$ cat config.mk
export PLATFORM = sky130hd
export DESIGN_NAME = rfphoenix_branch_arb
export DESIGN_NICKNAME = d
export VERILOG_FILES = /design/src/rtl/rfphoenix_pkg.sv /design/src/rtl/rfphoenix_bcc_cond.sv /design/src/rtl/rfphoenix_branch_arb.sv
export SDC_FILE = /design/constraint.sdc
export NUM_CORES = 1
export LEC_CHECK = 0
export BUFFER_PORTS_ARGS = -buffer_cell sky130_fd_sc_hd__buf_4
export CAP_MARGIN = 20
export CORE_AREA = 2 2 232 234
export CTS_CLUSTER_SIZE = 12
export DETAILED_ROUTE_END_ITERATION = 8
export DIE_AREA = 0 0 234 236
export MAX_ROUTING_LAYER = met4
export PLACE_DENSITY_LB_ADDON = 0.2
export SLEW_MARGIN = 20
export SYNTH_ARGS = -nofsm -noshare
export SYNTH_HDL_FRONTEND = slang
export SYNTH_SLANG_ARGS = --single-unit
$ cat constraint.sdc
create_clock -name clk -period 15.2 [get_ports clk]
set_input_delay 1.52 -clock clk [delete_from_list [all_inputs] [get_ports clk]]
set_output_delay 1.52 -clock clk [all_outputs]
set_load 0.01 [all_outputs]
$ cat src/rtl/rfphoenix_pkg.sv
// rfphoenix_pkg: shared constants for the branch arbiter slice.
//   - OPC_BCC      : opcode value of the conditional branch (Bcc).
//   - cnd_e        : br.cnd condition codes.
//   - OPC_*/CND_*  : bit offsets and widths of the opcode and br.cnd fields
//                    inside an instruction word.
package rfphoenix_pkg;

    localparam int OPC_LSB = 0;
    localparam int OPC_W   = 6;
    localparam int CND_LSB = 6;
    localparam int CND_W   = 3;

    localparam logic [OPC_W-1:0] OPC_BCC = 6'h1d;

    typedef enum logic [CND_W-1:0] {
        CND_LT  = 3'd0,
        CND_GE  = 3'd1,
        CND_LE  = 3'd2,
        CND_GT  = 3'd3,
        CND_RS4 = 3'd4,
        CND_RS5 = 3'd5,
        CND_EQ  = 3'd6,
        CND_NE  = 3'd7
    } cnd_e;

endpackage

$ cat src/rtl/rfphoenix_bcc_cond.sv
// rfphoenix_bcc_cond: combinational branch-condition evaluator.
// Ports:
//   ir_i    [INSW] instruction word (opcode + br.cnd fields decoded here)
//   a_i     [VALW] operand a (two's complement)
//   b_i     [VALW] operand b (two's complement)
//   taken_o        1 when the instruction is a Bcc and its condition holds
module rfphoenix_bcc_cond
    import rfphoenix_pkg::*;
#(
    parameter int VALW = 32,
    parameter int INSW = 40
) (
    input  logic [INSW-1:0] ir_i,
    input  logic [VALW-1:0] a_i,
    input  logic [VALW-1:0] b_i,
    output logic            taken_o
);

    logic signed [VALW-1:0] a_s;
    logic signed [VALW-1:0] b_s;
    logic [OPC_W-1:0]       opc;
    cnd_e                   cnd;
    logic                   unused_ir;

    assign a_s = a_i;
    assign b_s = b_i;
    assign opc = ir_i[OPC_LSB +: OPC_W];
    assign cnd = cnd_e'(ir_i[CND_LSB +: CND_W]);

    // Only the opcode and br.cnd fields matter here.
    assign unused_ir = ^ir_i;

    always_comb begin
        taken_o = 1'b0;
        if (opc == OPC_BCC) begin
            case (cnd)
                CND_LT:  taken_o = (a_s <  b_s);
                CND_GE:  taken_o = (a_s >= b_s);
                CND_LE:  taken_o = (a_s <= b_s);
                CND_GT:  taken_o = (a_s >  b_s);
                CND_EQ:  taken_o = (a_s == b_s);
                CND_NE:  taken_o = (a_s != b_s);
                default: taken_o = 1'b0;
            endcase
        end
    end

endmodule

$ cat src/rtl/rfphoenix_branch_arb.sv
// rfphoenix_branch_arb: round-robin arbiter sharing one Bcc evaluator among
// NTHR threads, followed by a two-stage pipeline (S1 operand register, output
// result register). Latency is 2 cycles from grant; 1 result per cycle.
// Ports:
//   clk, rst           clock, asynchronous active-high reset
//   req_i   [NTHR]     per-thread request valid (held until granted)
//   ir_i/a_i/b_i/tgt_i per-thread instruction, operands, target (slice t = thread t)
//   flush_i [NTHR]     per-thread kill of in-flight and new branches
//   gnt_o   [NTHR]     one-hot grant, combinational
//   res_v_o/res_rdy_i  result valid/ready handshake
//   res_thr_o, res_taken_o, res_tgt_o  result thread id, condition, target
// Optional feature macro RFPHOENIX_BRANCH_STATS_EN adds stat_taken_o and
// stat_ntaken_o, 32-bit wrapping counters of transferred results by taken.
module rfphoenix_branch_arb
    import rfphoenix_pkg::*;
#(
    parameter int  NTHR = 4,
    parameter int  VALW = 32,
    parameter int  INSW = 40,
    parameter int  PCW  = 32,
    localparam int TW   = $clog2(NTHR)
) (
    input  logic                 clk,
    input  logic                 rst,
    input  logic [NTHR-1:0]      req_i,
    input  logic [NTHR*INSW-1:0] ir_i,
    input  logic [NTHR*VALW-1:0] a_i,
    input  logic [NTHR*VALW-1:0] b_i,
    input  logic [NTHR*PCW-1:0]  tgt_i,
    output logic [NTHR-1:0]      gnt_o,
    input  logic [NTHR-1:0]      flush_i,
    output logic                 res_v_o,
    input  logic                 res_rdy_i,
    output logic [TW-1:0]        res_thr_o,
    output logic                 res_taken_o,
    output logic [PCW-1:0]       res_tgt_o
`ifdef RFPHOENIX_BRANCH_STATS_EN
    ,
    output logic [31:0]          stat_taken_o,
    output logic [31:0]          stat_ntaken_o
`endif
);

    function automatic logic [TW-1:0] rr_idx(input logic [TW-1:0] base, input int off);
        return TW'((int'(base) + off) % NTHR);
    endfunction

    logic [NTHR-1:0] elig;
    logic            advance;
    logic            gnt_any;
    logic            gnt_fire;
    logic [TW-1:0]   gnt_idx;
    logic [TW-1:0]   ptr_q, ptr_d;
    logic            taken_p1;

    logic            vld_p1_q, vld_p1_d;
    logic [TW-1:0]   thr_p1_q, thr_p1_d;
    logic [INSW-1:0] ir_p1_q, ir_p1_d;
    logic [VALW-1:0] a_p1_q, a_p1_d;
    logic [VALW-1:0] b_p1_q, b_p1_d;
    logic [PCW-1:0]  tgt_p1_q, tgt_p1_d;

    logic            vld_p2_q, vld_p2_d;
    logic [TW-1:0]   thr_p2_q, thr_p2_d;
    logic            taken_p2_q, taken_p2_d;
    logic [PCW-1:0]  tgt_p2_q, tgt_p2_d;

    assign elig    = req_i & ~flush_i;
    assign advance = ~vld_p2_q | res_rdy_i;

    // Round-robin picker: first eligible thread at or after ptr.
    always_comb begin
        gnt_any = 1'b0;
        gnt_idx = '0;
        for (int i = 0; i < NTHR; i++) begin
            if (!gnt_any && elig[rr_idx(ptr_q, i)]) begin
                gnt_any = 1'b1;
                gnt_idx = rr_idx(ptr_q, i);
            end
        end
    end

    assign gnt_fire = gnt_any & advance & ~rst;
    assign gnt_o    = gnt_fire ? (NTHR'(1) << gnt_idx) : '0;

    // Stage p0 -> p1: grant captures the winning thread into S1.
    always_comb begin
        ptr_d    = gnt_fire ? rr_idx(gnt_idx, 1) : ptr_q;
        vld_p1_d = advance ? gnt_fire : (vld_p1_q & ~flush_i[thr_p1_q]);
        thr_p1_d = thr_p1_q;
        ir_p1_d  = ir_p1_q;
        a_p1_d   = a_p1_q;
        b_p1_d   = b_p1_q;
        tgt_p1_d = tgt_p1_q;
        if (gnt_fire) begin
            thr_p1_d = gnt_idx;
            ir_p1_d  = ir_i[gnt_idx*INSW +: INSW];
            a_p1_d   = a_i[gnt_idx*VALW +: VALW];
            b_p1_d   = b_i[gnt_idx*VALW +: VALW];
            tgt_p1_d = tgt_i[gnt_idx*PCW +: PCW];
        end
    end

    rfphoenix_bcc_cond #(
        .VALW (VALW),
        .INSW (INSW)
    ) u_cond (
        .ir_i    (ir_p1_q),
        .a_i     (a_p1_q),
        .b_i     (b_p1_q),
        .taken_o (taken_p1)
    );

    // Stage p1 -> p2: evaluated result registered into the output stage.
    // A flushed S1 entry moves forward but arrives invalid.
    always_comb begin
        vld_p2_d   = advance ? (vld_p1_q & ~flush_i[thr_p1_q])
                             : (vld_p2_q & ~flush_i[thr_p2_q]);
        thr_p2_d   = thr_p2_q;
        taken_p2_d = taken_p2_q;
        tgt_p2_d   = tgt_p2_q;
        if (advance && vld_p1_q) begin
            thr_p2_d   = thr_p1_q;
            taken_p2_d = taken_p1;
            tgt_p2_d   = tgt_p1_q;
        end
    end

    always_ff @(posedge clk or posedge rst) begin
        if (rst) begin
            ptr_q      <= '0;
            vld_p1_q   <= 1'b0;
            vld_p2_q   <= 1'b0;
            thr_p2_q   <= '0;
            taken_p2_q <= 1'b0;
            tgt_p2_q   <= '0;
        end else begin
            ptr_q      <= ptr_d;
            vld_p1_q   <= vld_p1_d;
            vld_p2_q   <= vld_p2_d;
            thr_p2_q   <= thr_p2_d;
            taken_p2_q <= taken_p2_d;
            tgt_p2_q   <= tgt_p2_d;
        end
    end

    // S1 payload is qualified by vld_p1_q, so it needs no reset.
    always_ff @(posedge clk) begin
        thr_p1_q <= thr_p1_d;
        ir_p1_q  <= ir_p1_d;
        a_p1_q   <= a_p1_d;
        b_p1_q   <= b_p1_d;
        tgt_p1_q <= tgt_p1_d;
    end

    assign res_v_o     = vld_p2_q;
    assign res_thr_o   = thr_p2_q;
    assign res_taken_o = taken_p2_q;
    assign res_tgt_o   = tgt_p2_q;

`ifdef RFPHOENIX_BRANCH_STATS_EN
    logic        xfer;
    logic [31:0] stat_taken_q, stat_taken_d;
    logic [31:0] stat_ntaken_q, stat_ntaken_d;

    assign xfer = vld_p2_q & res_rdy_i;

    always_comb begin
        stat_taken_d  = stat_taken_q;
        stat_ntaken_d = stat_ntaken_q;
        if (xfer && taken_p2_q)  stat_taken_d  = stat_taken_q + 32'd1;
        if (xfer && !taken_p2_q) stat_ntaken_d = stat_ntaken_q + 32'd1;
    end

    always_ff @(posedge clk or posedge rst) begin
        if (rst) begin
            stat_taken_q  <= '0;
            stat_ntaken_q <= '0;
        end else begin
            stat_taken_q  <= stat_taken_d;
            stat_ntaken_q <= stat_ntaken_d;
        end
    end

    assign stat_taken_o  = stat_taken_q;
    assign stat_ntaken_o = stat_ntaken_q;
`endif

endmodule

==> results_dict.tcl <==
set metrics [dict create \
    io_pins 595 \
    outcome "complete, no violations" \
    track_usage_pct 11.04 \
    r2r-start "ptr_q[1]$_DFFE_PP0P_" \
    postCtsSetupBuffers 0 \
    syn_inst 697 \
    cts-root-buf "clkbuf_16" \
    cp-end-kind "output port" \
    syn-num-nets 1288 \
    cts_tree "yes" \
    nNetsFinal 1749 \
    synth_top_area_cell "edfxtp_1" \
    utilization_pct 26.45 \
    drtIter0Drc 209 \
    grt_max_degree 66 \
    grt_pass1_vias 7655 \
    drive_above_1_share_pct 47.57 \
    ant_nets 0 \
    hold_end "res_tgt_o[11]$_DFFE_PP0P_" \
    crit_top_cell "buf_4" \
    setup_viol 0 \
    h-tree-depth 4 \
    yosysMostFrequentCell "mux2i_1" \
    fin_crit_ns 5.042 \
    gp_congestion 0.7319 \
    n_fill_cell 5614 \
    cp.arrival_ns 3.52 \
    start_util_pct 17.14 \
    cts_hold_buf 0 \
    clock-sinks 146 \
    wl_per_cell_microns 16.24 \
    hpwlAfterDp_mm 23.50 \
    postSynthAreaPerCell_sq_um 13.05 \
    grt_pass1_wl_mm 44.18 \
    drc 0 \
    slew_headroom_pct 29.78 \
    r2r_cells 9 \
    r2r_slack_ns 11.31 \
    finalCritPeriodShare_pct 33.17 \
    hold_viol 0 \
    clk-insertion-delay-late_ns 0.44 \
    critPathKind "in -> out" \
    cp_slowest_stage_delay_ns 0.61 \
    hold_path.class "reg -> reg" \
    setup_tns_ns 0 \
    seq_area_frac_synth_pct 46.05 \
    first_pass_iters 4 \
    crit_path_start_kind "input port" \
    synth_edf_count 107 \
    rsz0062_at_grt "no" \
    cp.required_ns 13.68 \
    crit_slowest_cell "nor2_4" \
    yosysTopAreaCellShare_pct 35.32 \
    synthTopCellsByArea "edfxtp_1 35%, mux2i_1 35%, dfrtp_1 11%" \
    holdCritStartpoint "tgt_p1_q[11]$_DFFE_PP_" \
    io_buffer_count 470 \
    grt_antenna_before_repair 0 \
    max-clock-path-buffers 2 \
    maxSlewViolCount 0 \
    diodes 0 \
    vias_per_cell 3.884 \
    die_area_sq_mm 0.05522 \
    grt_overflow 0 \
    timing.rr.end "b_p1_q[0]$_DFFE_PP_" \
    synth_seq_cells 146 \
    synth_area_sq_mm 0.009096 \
    worstMarginPinSlew_ns 1.053 \
    wl_mm 30.33 \
    cts_resized 0 \
    cts-buffers-inserted 17 \
    synth_flop_cell "edfxtp_1" \
    async_flop_share_pct 26.71 \
    p_leak_uw 0.006221 \
    crit_chain "buf_4, nand2b_1, nor2_1, o21ai_0, a31oi_1, nor2_4, inv_1, ha_1, and2_1, buf_4" \
    syn_to_final_growth_pct 54.31 \
    die_w_microns 234 \
    synth_cell_types 42 \
    rows 85 \
    finalClockSkew_ns 0.01313 \
    maxCapViolations 0 \
    yosys-top-cells-count "317 x mux2i_1, 107 x edfxtp_1, 39 x dfrtp_1, 36 x ha_1, 36 x inv_1" \
    yosys_warnings 0 \
    clkTransAtPathRegs_ns 0.07 \
    coreArea_sq_mm 0.05307 \
    power.density_mw_per_mm2 110.2 \
    die_h_microns 236 \
    num_vias 7251 \
    max_freq_mhz 198.3 \
    worstPathMaxFanout 21 \
    min_delay_path_depth 1 \
    total_power_uw 1547 \
    irDropWorstVdd_v 0.00007646 \
]
final cells by class:
type | count | area, sq um | share of cell area, %
repair buffers | 479 | 3596 | 25.62
multi-input cells | 477 | 4621 | 32.92
inverters | 37 | 143.9 | 1.025
flip-flops and latches | 146 | 4189 | 29.84
well taps | 696 | 870.8 | 6.204
clock buffers | 18 | 450.4 | 3.209
clock inverters | 14 | 165.2 | 1.177
routing by layer:
| metal | vias to the layer above | part of all wire (%) | global-route usage, % |
|---|---|---|---|
| li1 | 3590 | - | - |
| met1 | 3383 | 41 | 12.61 |
| met2 | 261 | 52 | 19.38 |
| met3 | 17 | 6.1 | 2.611 |
| met4 | 0 | 0.96 | 2.512 |
| met5 | - | 0 | - |
kinds of logic after synthesis:
group	count (synthesis)	synth area share [%]
compound gates	36	2.517
xor+xnor	2	0.1926
fa+ha+maj	36	4.952
buf+inv	74	3.453
flops	146	46.05
mux	353	39.59
simple gates	50	3.246
where the power goes:
part | leakage (uW) | internal [uW] | switching, uW
Sequential | 0.00147 | 528 | 31.5
Clock | 0.000304 | 258 | 194
Combinational | 0.00444 | 282 | 254
worst max-delay path: cells and delay by family:
family	cells	cell delay, ns
AND/OR/NAND/NOR	4	1.09
buffers and inverters	3	0.38
AO/OA/AOI/OAI	2	0.32
adder cells (fa/ha/maj)	1	0.22
worst max-delay path by stage:
stage | startpoint | depth (start not counted) | end
floorplan | flush_i[0] | 3 | gnt_o[0]
finish | flush_i[0] | 10 | gnt_o[1]
global route | flush_i[0] | 10 | gnt_o[1]
CTS | flush_i[0] | 10 | gnt_o[1]
detailed placement | flush_i[0] | 10 | ir_p1_q[1]$_DFFE_PP_
global placement | flush_i[0] | 10 | ir_p1_q[1]$_DFFE_PP_
sequential cells by signal, summed over array words and instances, names as in the netlist:
register,count
res_v_o,1
thr_p1_q,2
res_tgt_o,32
res_thr_o,2
ptr_q,2
vld_p1_q,1
b_p1_q,32
tgt_p1_q,32
ir_p1_q,9
a_p1_q,32
res_taken_o,1
cells in the final DEF (no fill, tap or decap), types with 2 or more instances in the layout:
| master | count |
|---|---|
| buf_4 | 479 |
| mux2i_1 | 317 |
| edfxtp_1 | 107 |
| dfrtp_1 | 39 |
| ha_1 | 36 |
| inv_1 | 35 |
| mux2_2 | 34 |
| clkbuf_16 | 18 |
| a21oi_1 | 14 |
| o21ai_0 | 7 |
| nor2_1 | 7 |
| nand4_1 | 6 |
| nand2_1 | 6 |
| inv_6 | 6 |
| nand2b_1 | 5 |
| nor2b_1 | 5 |
| and2_1 | 4 |
| nor3_1 | 3 |
| a21o_1 | 3 |
| nand3_1 | 3 |
| inv_8 | 3 |
| and4_2 | 2 |
| a211oi_1 | 2 |
| o221ai_1 | 2 |
| mux4_2 | 2 |
| bufinv_16 | 2 |
metrics by stage:
| stage | instance area, sq um | hold WS, ns | worst slack, ns | std cells |
|---|---|---|---|---|
| 3_3_place_gp | 13420 | 0.4570 | 9.906 | 1835 |
| 6_report | 14040 | 0.4735 | 10.16 | 1867 |
| 5_1_grt | 14040 | 0.4829 | 9.946 | 1867 |
| 2_1_floorplan | 9096 | 0.4555 | 2.140 | 697 |
| 4_1_cts | 14040 | 0.4737 | 10.14 | 1867 |
| 3_5_place_dp | 13420 | 0.4647 | 9.806 | 1835 |
Power figures use the tool's default switching activity.
